==> config.mk <==
export PLATFORM = sky130hd
export DESIGN_NAME = adc_receiver
export DESIGN_NICKNAME = d
export VERILOG_FILES = /design/src/rtl/adc_receiver.sv
export SDC_FILE = /design/constraint.sdc
export NUM_CORES = 1
export LEC_CHECK = 0
export CORE_MARGIN = 2
export CORE_UTILIZATION = 45
export CTS_BUF_LIST = sky130_fd_sc_hd__clkbuf_4
export DETAILED_ROUTE_END_ITERATION = 10
export GPL_TIMING_DRIVEN = 0
export MAX_ROUTING_LAYER = met4
export PLACE_DENSITY = 0.63
export SLEW_MARGIN = 5
export SYNTH_ARGS = -nofsm -noshare
export SYNTH_HDL_FRONTEND = slang
export SYNTH_SLANG_ARGS = --single-unit
==> constraint.sdc <==
create_clock -name i_clk -period 2.2 [get_ports i_clk]
set_input_delay 0.22 -clock i_clk [delete_from_list [all_inputs] [get_ports i_clk]]
set_output_delay 0.22 -clock i_clk [all_outputs]
set_load 0.005 [all_outputs]
==> src/rtl/adc_receiver.sv <==
// Controller for a 12-bit CONVST-style SPI ADC: pulses CONVST, waits out the
// conversion, then clocks 12 SCK periods sending a 6-bit config word and capturing the sample.
module adc_receiver #(
    parameter int unsigned CLKS_PER_HALF_SCK = 50,
    parameter int unsigned CONV_WAIT_CLKS    = 80
) (
    input  logic        i_clk,
    input  logic        i_rst,
    input  logic [5:0]  i_tx_bits,
    input  logic        i_request_conversion,
    output logic        o_rx_dv,
    output logic [11:0] o_rx_data,
    output logic        o_conv_in_process,
    input  logic        i_serial_rx,
    output logic        o_convst,
    output logic        o_sck,
    output logic        o_serial_tx
);

    localparam int unsigned DATA_W    = 12;
    localparam int unsigned CFG_W     = 6;
    localparam int unsigned BIT_CNT_W = 4;
    localparam int unsigned CNT_MAX   = (CLKS_PER_HALF_SCK > CONV_WAIT_CLKS) ?
                                        CLKS_PER_HALF_SCK : CONV_WAIT_CLKS;
    localparam int unsigned CNT_W     = (CNT_MAX > 2) ? $clog2(CNT_MAX) : 1;

    localparam logic [CNT_W-1:0]     HALF_LAST   = CNT_W'(CLKS_PER_HALF_SCK - 1);
    localparam logic [CNT_W-1:0]     WAIT_LAST   = CNT_W'(CONV_WAIT_CLKS - 1);
    localparam logic [CNT_W-1:0]     CONVST_LAST = CNT_W'(1);
    localparam logic [BIT_CNT_W-1:0] LAST_BIT    = BIT_CNT_W'(DATA_W - 1);

    typedef enum logic [2:0] {
        S_IDLE,
        S_CONVST,
        S_CONV_WAIT,
        S_SHIFT,
        S_DONE
    } state_t;

    state_t               state_q;
    logic [CNT_W-1:0]     cnt_q;
    logic [BIT_CNT_W-1:0] bit_cnt_q;
    logic [CFG_W-1:0]     tx_shift_q;
    logic [DATA_W-1:0]    rx_shift_q;
    logic [DATA_W-1:0]    rx_data_q;
    logic                 rx_dv_q;
    logic                 busy_q;
    logic                 convst_q;
    logic                 sck_q;
    logic                 tx_q;

    // Sequencer: every pin and status output comes straight from a flop.
    always_ff @(posedge i_clk) begin
        if (i_rst) begin
            state_q    <= S_IDLE;
            cnt_q      <= '0;
            bit_cnt_q  <= '0;
            tx_shift_q <= '0;
            rx_shift_q <= '0;
            rx_data_q  <= '0;
            rx_dv_q    <= 1'b0;
            busy_q     <= 1'b0;
            convst_q   <= 1'b0;
            sck_q      <= 1'b0;
            tx_q       <= 1'b0;
        end else begin
            case (state_q)
                S_IDLE: begin
                    if (i_request_conversion) begin
                        tx_shift_q <= i_tx_bits;
                        rx_shift_q <= '0;
                        cnt_q      <= '0;
                        convst_q   <= 1'b1;
                        busy_q     <= 1'b1;
                        state_q    <= S_CONVST;
                    end
                end
                S_CONVST: begin
                    if (cnt_q == CONVST_LAST) begin
                        cnt_q    <= '0;
                        convst_q <= 1'b0;
                        state_q  <= S_CONV_WAIT;
                    end else begin
                        cnt_q <= cnt_q + CNT_W'(1);
                    end
                end
                S_CONV_WAIT: begin
                    // Leaving the wait starts the low phase of bit 0, so drive the config MSB now.
                    if (cnt_q == WAIT_LAST) begin
                        cnt_q      <= '0;
                        bit_cnt_q  <= '0;
                        tx_q       <= tx_shift_q[CFG_W-1];
                        tx_shift_q <= {tx_shift_q[CFG_W-2:0], 1'b0};
                        state_q    <= S_SHIFT;
                    end else begin
                        cnt_q <= cnt_q + CNT_W'(1);
                    end
                end
                S_SHIFT: begin
                    if (cnt_q == HALF_LAST) begin
                        cnt_q <= '0;
                        if (!sck_q) begin
                            sck_q      <= 1'b1;
                            rx_shift_q <= {rx_shift_q[DATA_W-2:0], i_serial_rx};
                        end else begin
                            sck_q <= 1'b0;
                            if (bit_cnt_q == LAST_BIT) begin
                                tx_q      <= 1'b0;
                                rx_data_q <= rx_shift_q;
                                rx_dv_q   <= 1'b1;
                                busy_q    <= 1'b0;
                                state_q   <= S_DONE;
                            end else begin
                                // Config word drains to zeros after six bits.
                                bit_cnt_q  <= bit_cnt_q + BIT_CNT_W'(1);
                                tx_q       <= tx_shift_q[CFG_W-1];
                                tx_shift_q <= {tx_shift_q[CFG_W-2:0], 1'b0};
                            end
                        end
                    end else begin
                        cnt_q <= cnt_q + CNT_W'(1);
                    end
                end
                S_DONE: begin
                    rx_dv_q <= 1'b0;
                    state_q <= S_IDLE;
                end
                default: begin
                    state_q <= S_IDLE;
                end
            endcase
        end
    end

    assign o_rx_dv           = rx_dv_q;
    assign o_rx_data         = rx_data_q;
    assign o_conv_in_process = busy_q;
    assign o_convst          = convst_q;
    assign o_sck             = sck_q;
    assign o_serial_tx       = tx_q;

endmodule

[Yosys cells after proc, flatten, opt, wreduce, memory -nomap -nowiden]
Cells that the tools add are included.
Word-level totals
  input bits: 10
  bits in registers: 49
  output and inout port bits: 17
  logic and storage cells: 91
Operators by class
  equality and inequality tests: 16
  add/sub/neg operators: 2
  mux-type cells: 44
  reduce and logical (&&, ||, !) cells: 18
Operators by type and width (count)
  $mux 12: 3
  $mux 6: 5
  $mux 7: 4
  $pmux 7 s4: 1
  $pmux 12 s2: 1
  $mux 3: 6
  $pmux 6 s3: 1
  $mux 4: 4
  $ne 2x2->1 const B: 8
  $reduce_and 4->1: 4
  $mux 1: 13
  $pmux 3 s4: 1
  $reduce_and 6->1: 2
  $reduce_and 5->1: 2
  $pmux 1 s2: 4
  $pmux 4 s2: 1
  $reduce_bool 2->1: 4
  $add 7x1->7 const B: 1
  $eq 7x1->1 const B: 1
  $eq 7x6->1 const B: 1
  $eq 7x7->1 const B: 1
  $eq 3x2->1 const B: 2
  $add 4x1->4 const B: 1
  $eq 4x4->1 const B: 1
  other kinds (7): 8

[Logic depth before layout (Yosys ltp)]
Gate-level depths: netlist of run 1.
  word-level depth: 5
  depth in mapped cells: 7
  gate-level depth less buffers: 6

[Worst setup path after synthesis of run 1]
Ideal clock, no wire load.
  kind: reg2reg
  start: reg cnt_q[0]
  end: reg rx_data_q[10] (netlist: o_rx_data[10])
  setup slack: 186 ps
  buffers on the path: 1
  clock period less this slack: 2014 ps
  cell stages (with the launch flop): 7
  library setup time: 128 ps
  data required time: 2072 ps
  data arrival time: 1886 ps
  cell sequence: dfxtp_1 ha_1 or4b_4 nor4_4 buf_6 mux2i_1 nor2_1
On the way
  longest elaborated chain between the ends: 2
Ends and longest elaborated chain
  start, declared: RTL line 41  | logic [CNT_W-1:0] cnt_q;
  start signal, assigned: RTL line 84  | cnt_q <= cnt_q + CNT_W'(1);
  start signal, assigned: RTL line 96  | cnt_q <= cnt_q + CNT_W'(1);
  start signal, assigned: RTL line 121  | cnt_q <= cnt_q + CNT_W'(1);
  $eq 7x6->1: RTL line 100  | if (cnt_q == HALF_LAST) begin
  $reduce_and 4->1 (no source line)
  end signal, assigned: RTL line 109  | rx_data_q <= rx_shift_q;
  end, declared: RTL line 45  | logic [DATA_W-1:0] rx_data_q;
Every way passes these cells.
A chain may end at the register's enable or synchronous reset.

[Final worst setup path of run 1]
  start: reg cnt_q[4]
  end: reg tx_shift_q[1]
On the way
  longest elaborated chain between the ends: 3
  elaborated cells on any way between the ends: 5
  classes of those cells: eq/ne: 4; reduce/logical: 1
Ends and longest elaborated chain
  $eq 7x6->1 or $eq 7x7->1 (tied branches): RTL line 100, 89
  $ne 2x2->1 (no source line)
  $reduce_and 6->1 (no source line) *
  end signal, assigned: RTL line 70  | tx_shift_q <= i_tx_bits;
  end signal, assigned: RTL line 93  | tx_shift_q <= {tx_shift_q[CFG_W-2:0], 1'b0};
  end signal, assigned: RTL line 117  | tx_shift_q <= {tx_shift_q[CFG_W-2:0], 1'b0};
  end, declared: RTL line 43  | logic [CFG_W-1:0] tx_shift_q;
Every way passes the cells marked *; elsewhere a longest branch is shown, timed or not.

==> results.md, run 1 <==
Outcome:
- The flow ran to the end, and the final reports show no timing, DRC or antenna violations.

Synthesis:
- The most common cell in the netlist is dfxtp_1.
- Of the total synthesized cell area, the portion taken by full adders, half adders and majority gates is 0.01584.
- Of the total synthesized cell area, the portion taken by XOR and XNOR cells is 0.003696.
- The mean instance size in the synthesized netlist is 8.777 µm².
- The number of synthesized register bits is a little under 50.
- The area of the mapped netlist is 2370 µm².
- The fraction of the mapped netlist area in simple logic gates is 0.2207.
- In the synthesized netlist the dominant register cell turns out to be dfxtp_1.
- The share of the synthesized area in the top cell type is 0.4139.
- The compound-gate portion of the synthesized area is 0.1874.
- The synthesized netlist contains 56 unique library cells.
- The library cell occupying the most area in the post-synthesis netlist is dfxtp_1.
- Ranked by total cell area, the synthesized netlist is headed by dfxtp_1 (41%), mux2i_1 (8.0%), nand2_1 (4.3%).
- The fraction of the yosys area taken by sequential cells is 0.4139.
- The net count after synthesis is 283.
- Sorting the synthesized cells by how often they occur yields dfxtp_1 (49), nand2_1 (27), nor2_1 (23).
- The share of flip-flops with an asynchronous set or reset after synthesis is 0.
- The portion of synthesized area spent on multiplexers is 0.1135.
- After synthesis, the largest family of logic cells by area is simple AND/OR/NAND/NOR gates.
- Counting flops with a built-in enable in the synthesized netlist gives 0.
- In the synthesized netlist, the number of instances is 270.
- The Yosys step of the flow raised 0 warnings.

Floorplanning:
- The total I/O pin count is 27.
- The number of rows in the core area is 26.
- The vertical die dimension is approximately 77 µm.
- The die width is 76.57 µm.
- The floorplan step defined a die boundary enclosing roughly 5900 µm².
- The core area is just over 5000 µm².
- The initial cell density of the core is 0.4640.

Pwr:
- Power spread over the standard cell area amounts to 572.0 nW/µm².
- The worst ir drop on vdd is approximately 0.27 mV.
- The total design power is about 1.6 mW.
- The leakage power summed over all cells is between 1 and 1.5 nW.

Placement:
- The cell area after placement is approximately 2700 µm².
- The pre-CTS setup slack is -0.2013 ns.
- The count of port buffers added during placement is 26.
- Routability-driven placement finished with a final weighted congestion of 0.8617.
- In this run, placement finished with an instance count of 366.
- The final HPWL from detailed placement is roughly 3.9 mm.

Global routing:
- The first global-routing pass estimated ~9.3 mm of wire.
- The global-route usage over all layers is 0.1997.
- The number of global-route vias before repair is around 1,900.
- The maximum number of pins on one net before global-route repair is 15.
- The initial antenna violation count came to 0.
- The overall overflow remaining after global route is 0.

Timing:
- After layout, the minimum clock period comes to between 2 and 2.5 ns.
- The final worst slack is between 0.1 and 0.15 ns.
- The final count of negative-setup-slack endpoints is 0.
- The highest attainable clock frequency is just under 500 MHz.
- The final cycle utilization of the critical path is 0.9429.
- Setup repair after global routing could not meet its margin everywhere.
- Between clock sinks in the finished design, the worst skew comes to 0.007913 ns.
- At the pin with the least slew margin, the transition time is 0.5880 ns.
- The count of final max-slew check failures was 0.
- The worst pin sits at a relative slew slack of 0.6080.
- The number of hold violations in the final report is 0.

Setup path:
- The endpoint required time on the critical path is about 2.5 ns.
- STA classifies the critical path endpoint as a flip-flop.
- The critical path is of the reg2reg type.
- In this run the register-to-register setup slack is 0.13 ns.
- The largest individual stage delay along the critical path comes from the cell nor3b_1.
- Traced cell by cell, the critical path runs through clkbuf_1, nor3b_1, a21o_1, o2111ai_2, mux2_2.
- STA classifies the critical path startpoint as a flip-flop.
- Data arrives at the worst endpoint at approximately 2.4 ns.
- Broken down by cell family, the worst path's largest delay share belongs to compound AO/OA/AOI/OAI gates.
- The count of buffering cells on the critical path with inverters included is 1.
- The delay contributed by the slowest stage of the critical path is approximately 0.53 ns.
- The maximum fanout count along the critical path is 10.

Min path:
- In this run the worst hold path is classified as in2reg.

Cells and area:
- The count of fill cells added during filler insertion is approximately 510.
- Summing all multi-input logic gate instances after layout gives about 1300 µm².
- In the final layout, the share of cells above drive strength 1 is 0.1090.
- The count of cells in the finished layout, fillers not included, comes to between 300 and 400.
- The final-stage net count is approximately 320.
- The post-synthesis to final-layout area growth is 20.54%.
- Once layout is complete, the utilization of the core stands at 0.5593.
- The finished cells cover about 2900 µm².
- The number of antenna diodes is 0.
- Registers take 980.9 µm².

Clock network:
- TritonCTS built the clock tree.
- The number of levels the H-tree was split into is 2.
- The clock drives just under 50 sinks.
- The number of buffers created by CTS is 5.
- The number of buffers between clock root and the deepest sink is 2.
- The clock root buffer is clkbuf_4.
- Clock-pin slew was measured on the worst setup and hold paths at 0.14 ns.
- The latest clock arrival within the worst-skew pair is 0.37 ns.

Route:
- Summed over all layers, the routed wires come to 5.503 mm.
- The pre-antenna-repair detailed-routing pass consisted of 4 iterations.
- The routed via count is around 2,100.
- For this run, design rule violations remaining after detail routing come to 0.
- The average wire per cell in the routed design is between 10 and 15 µm.
- The post-route antenna net violation count is 0.
- After detailed routing, the number of vias per cell comes to around 5.5.
- The detailed router finished its first iteration with 93 violations.

Run:
- The total of max-cap violations is 0.
[worst min-delay path, cell delays in order]
cell	delay, ns
clkdlybuf4s50_1	0.40
nand2_1	0.06
a21oi_1	0.05
[kinds of logic (layout without fill, tap and decap cells)]
group / after synthesis / in the layout
and+or+nand+nor: 99 / 99
xor gates and xnor gates: 1 / 1
DFF: 49 / 49
AOI/OAI and AO/OA: 66 / 66
muxes: 26 / 26
buffers and inverters: 26 / 68
adders and majority gates: 3 / 3
[path summary, 6_finish.rpt]
| kind | from | cells after the start | end |
|---|---|---|---|
| worst max-delay path | cnt_q[4]$_SDFFE_PP0P_ | 5 | tx_shift_q[1]$_SDFFE_PP0P_ |
| worst min-delay path | i_serial_rx | 3 | rx_shift_q[0]$_SDFFE_PP0P_ |
| worst max register to register | cnt_q[4]$_SDFFE_PP0P_ | 5 | tx_shift_q[1]$_SDFFE_PP0P_ |
| worst min register to register | rx_shift_q[1]$_SDFFE_PP0P_ | 2 | rx_shift_q[2]$_SDFFE_PP0P_ |
[timing repair]
action / 4_1_cts / 5_1_grt
buffers inserted: 1 / 7
pin swaps: 1 / 1
resized for setup: 1 / 3
hold buffers: 0 / 0
setup endpoints to repair: 24 / 20
[where the power goes]
part	switching [mW]	total (mW)	internal, mW
sequential	0.0152	0.928	0.913
clock	0.290	0.425	0.135
combinational	0.159	0.281	0.122
[cell type report]
class / count / share of cell area
multi-input cells: 195 / 0.4564
flip-flops and latches: 49 / 0.3434
repair buffers: 34 / 0.1121
well taps: 70 / 0.03066
plain buffers: 18 / 0.02760
clock buffers: 6 / 0.01577
inverters: 8 / 0.01051
clock inverters: 2 / 0.003504
[routing by layer]
layer,vias up,track usage,share of wire
met5,-,-,0
met4,0,0.05091,0.012
met3,5,0.03791,0.055
met2,61,0.3389,0.49
met1,965,0.2452,0.44
li1,1053,-,-
[placed cells by master (no fill, tap or decap), types with 4 or more instances in the layout]
| cell | count |
|---|---|
| o21ai_0 | 18 |
| buf_4 | 9 |
| nor2_1 | 23 |
| inv_1 | 8 |
| clkdlybuf4s50_1 | 26 |
| clkbuf_4 | 6 |
| a21oi_1 | 18 |
| nor3_1 | 4 |
| mux2_2 | 7 |
| nand3_1 | 10 |
| and3_1 | 5 |
| nor2b_1 | 8 |
| mux2i_1 | 19 |
| nand2_1 | 27 |
| dfxtp_1 | 49 |
| clkbuf_1 | 15 |
[through the flow]
step | hold slack (ns) | setup TNS, ns
2_1_floorplan | 0.3560 | 0
3_3_place_gp | 0.4535 | -3.252
3_5_place_dp | 0.4593 | -3.370
4_1_cts | 0.3880 | 0
5_1_grt | 0.4160 | -0.02373
6_report | 0.3915 | 0
[registers in the layout, indices dropped and copies added (netlist names), 3 cells and up]
register and cells:
state_q 3, rx_shift_q 12, bit_cnt_q 4, cnt_q 7
tx_shift_q 6, o_rx_data 12
Power figures use the tool's default switching activity.
==> run 2: changes to the inputs <==
--- a/config.mk
+++ b/config.mk
@@ -7,10 +7,9 @@
 export LEC_CHECK = 0
 export CORE_MARGIN = 2
 export CORE_UTILIZATION = 45
-export CTS_BUF_LIST = sky130_fd_sc_hd__clkbuf_4
+export CTS_BUF_LIST = sky130_fd_sc_hd__clkbuf_4 sky130_fd_sc_hd__clkbuf_8 sky130_fd_sc_hd__clkbuf_16
 export DETAILED_ROUTE_END_ITERATION = 10
 export GPL_TIMING_DRIVEN = 0
-export MAX_ROUTING_LAYER = met4
 export PLACE_DENSITY = 0.63
 export SLEW_MARGIN = 5
 export SYNTH_ARGS = -nofsm -noshare
==> run 2 against run 1 <==
  * Count of clock-buffer cells in the layout did not move
  * Final area rose by 0.83%
  * Final cell count fell by 0.26%
  * Wire length rose by 0.78%
  * Flip-flop and latch count did not move
  * Clock power rose by 25%
  * Largest power group unchanged
  * Non-clock buffer count fell by 1
  * Worst setup slack got worse by 0.015 ns
  * Register-to-register slack barely moved
  * Utilization rose by 0.47 points
  * Critical path type unchanged
  * Clock skew fell by 0.0055 ns
  * Hold slack improved by 0.082 ns
==> results.md, run 2 (synthesis gave the netlist of run 1 again) <==
Floorplanning:
- The vertical die dimension is 76.57 µm (unchanged).
- The die outline area came to 5863 µm² (unchanged).
- The total I/O pin count is 27 (unchanged).
- The core area came to 5107 µm² (unchanged).
- The number of rows in the core area came to 26 (unchanged).
- The die width is 76.57 µm (unchanged).
- The initial cell density of the core is 0.4640 (unchanged).

Pwr:
- The combinational power share is 0.159 (was 0.172).
- The switching power summed over all nets was 471.3 µW (was 463.7 µW).
- The leakage power summed over all cells is 1.030 nW (was 1.022 nW).
- The worst ir drop on vdd is 0.3244 mV (was 0.2651 mV).
- The portion of total power attributed to sequential cells came to 0.534 (was 0.568).
- The total power per unit cell area came to 602.3 nW/µm² (was 572.0 nW/µm²).
- The clock network power share came to 0.306 (was 0.260).
- The switching share of power is 0.2717 (was 0.2838).
- The internal power summed over all cells came to 1.263 mW (was 1.170 mW).

Global routing:
- The maximum number of pins on one net before global-route repair is 15 (unchanged).
- The number of global-route vias before repair was 1,951 (was 1,939).
- The global-route wire length before repair was 9.390 mm (was 9.315 mm).
- The initial antenna violation count is 0 (unchanged).
- The global-route usage over all layers came to 0.1965 (was 0.1997).
- The overall overflow remaining after global route is 0 (unchanged).

Cells and area:
- The number of antenna diodes is 0 (unchanged).
- The final-stage net count is 323 (was 324).
- The count of fill cells added during filler insertion is 501 (was 508).
- The fraction of final layout cells sized beyond drive strength 1 is 0.1061 (was 0.1090).
- The most frequent standard cell in the layout excluding fill and tap cells is dfxtp_1 (unchanged).
- The post-synthesis to final-layout area growth is 21.54% (was 20.54%).
- Most used cells in the layout excluding fill and tap cells: dfxtp_1 (49), nand2_1 (27), clkdlybuf4s50_1 (26), nor2_1 (23), mux2i_1 (19) (unchanged).
- The fraction of the core area covered by cells at the end of the flow came to 0.5639 (was 0.5593).

Timing:
- The number of hold violations in the final report came to 0 (unchanged).
- The highest attainable clock frequency is 478.7 MHz (was 482.1 MHz).
- The final count of negative-setup-slack endpoints is 0 (unchanged).
- The count of final max-slew check failures is 0 (unchanged).
- The final worst slack is 0.1111 ns (was 0.1257 ns).
- The final cycle utilization of the critical path is 0.9495 (was 0.9429).
- The transition time at the pin with the least slew margin came to 0.6008 ns (was 0.5880 ns).
- The shortest clock period the worst path allows after layout is 2.089 ns (was 2.074 ns).
- The final-layout worst hold slack is 0.4733 ns (was 0.3915 ns).
- The worst-case headroom to the max-slew limit came to 0.5995 (was 0.6080).
- The worst clock skew on the final layout is 0.002408 ns (was 0.007913 ns).

Clock network:
- The number of levels the H-tree was split into is 2 (unchanged).
- The CTS sink count is 49 (unchanged).
- The clock root buffer is clkbuf_8 (was clkbuf_4).
- The latest clock arrival within the worst-skew pair is 0.30 ns (was 0.37 ns).
- The clock input transition at the sequential cells of the worst setup and hold paths was 0.09 ns (was 0.14 ns).
- The CTS tree is yes (unchanged).
- The number of buffers created by CTS is 5 (unchanged).
- The count of hold buffers inserted by post-cts repair is 0 (unchanged).
- The number of buffers between clock root and the deepest sink is 2 (unchanged).

Setup path:
- The type of the worst setup path is reg2reg (unchanged).
- The capturing element type of the critical path is a flip-flop (unchanged).
- The type of element launching the critical path is a flip-flop (unchanged).
- The count of cells along the worst register-to-register path is 5 (unchanged).
- The maximum fanout count along the critical path is 10 (unchanged).
- The endpoint required time on the critical path is 2.40 ns (was 2.48 ns).
- The critical path data arrival time is 2.29 ns (was 2.35 ns).

Route:
- The post-detailed-route via-to-cell ratio came to 5.514 (was 5.455).
- The number of design-rule violations left by the first detailed-router iteration was 82 (was 93).
- The final routed wirelength across all metal layers is 5.546 mm (was 5.503 mm).
- The routed via count is 2,101 (was 2,084).
- The average wire per cell in the routed design was 14.56 µm (was 14.41 µm).
- The DRC violation count after routing is 0 (unchanged).
- The post-route antenna net violation count is 0 (unchanged).
- The number of optimization iterations in the first detailed-route pass came to 4 (unchanged).

Min path:
- The worst hold-check path type is in2reg (unchanged).
- The number of cells on the worst hold path is 3 (unchanged).

Placement:
- The pre-CTS setup slack is -0.2013 ns (unchanged).
- The count of port buffers added during placement is 26 (unchanged).
- The final HPWL from detailed placement is 3.854 mm (unchanged).
- The global placer's final weighted congestion is 0.8483 (was 0.8617).

Outcome:
- Status: completed (unchanged).

Run:
- The total of max-cap violations was 0 (unchanged).
-- run 2: layout make-up --
class,count,area (µm²),area share
well taps,70,87.58,0.03041
clock inverters,2,10.01,0.003475
flip-flops and latches,49,980.9,0.3406
repair buffers,33,312.8,0.1086
multi-input cells,195,1304,0.4527
clock buffers,6,76.32,0.02650
plain buffers,18,78.83,0.02737
inverters,8,30.03,0.01043
-- run 2: repair_timing --
item	4_1_cts	5_1_grt
setup endpoints to repair	22	18
setup buffers	1	6
resized for setup	1	3
hold endpoints to repair	0	0
pin swaps	1	1
-- run 2: critical path, stage by stage (launching register included) --
cell       delay [ns]
dfxtp_1          0.32
clkbuf_1         0.21
nor3b_1          0.54
a21o_1           0.28
o2111ai_2        0.29
mux2_2           0.36
-- run 2: metal layers --
metal | GRT usage | routed length (µm) | part of all wire | vias to the layer above
met5 | 0 | 0 | 0 | -
met4 | 0.05091 | 68 | 0.012 | 0
met3 | 0.04147 | 199 | 0.036 | 8
met2 | 0.3442 | 2690 | 0.49 | 49
met1 | 0.2452 | 2587 | 0.47 | 992
li1 | - | - | - | 1052
-- run 2: stage by stage --
| step | cell area (µm²) | total power, mW | setup TNS (ns) | std cells |
|---|---|---|---|---|
| after CTS | 2820 | 1.729 | 0 | 375 |
| after floorplan | 2370 | 1.116 | 0 | 270 |
| after global routing | 2880 | 1.820 | -0.01599 | 381 |
| final | 2880 | 1.735 | 0 | 381 |
| after detailed placement | 2718 | 1.195 | -3.370 | 366 |
| after global placement | 2718 | 1.194 | -3.252 | 366 |
-- run 2: path summary, 6_finish.rpt --
kind	start	end	slack [ns]
hold reg to reg	rx_shift_q[1]$_SDFFE_PP0P_	rx_shift_q[2]$_SDFFE_PP0P_	0.47
hold / removal	i_serial_rx	rx_shift_q[0]$_SDFFE_PP0P_	0.47
setup / recovery	cnt_q[4]$_SDFFE_PP0P_	tx_shift_q[1]$_SDFFE_PP0P_	0.11
setup reg to reg	cnt_q[4]$_SDFFE_PP0P_	tx_shift_q[1]$_SDFFE_PP0P_	0.11
-- run 2: power by group through the flow --
stage	Sequential, mW	Combinational [mW]	Clock (mW)
finish	0.927	0.276	0.532
global route	0.931	0.301	0.588
CTS	0.927	0.252	0.550
detailed placement	0.948	0.247	0
global placement	0.947	0.247	0
floorplan	0.944	0.171	0
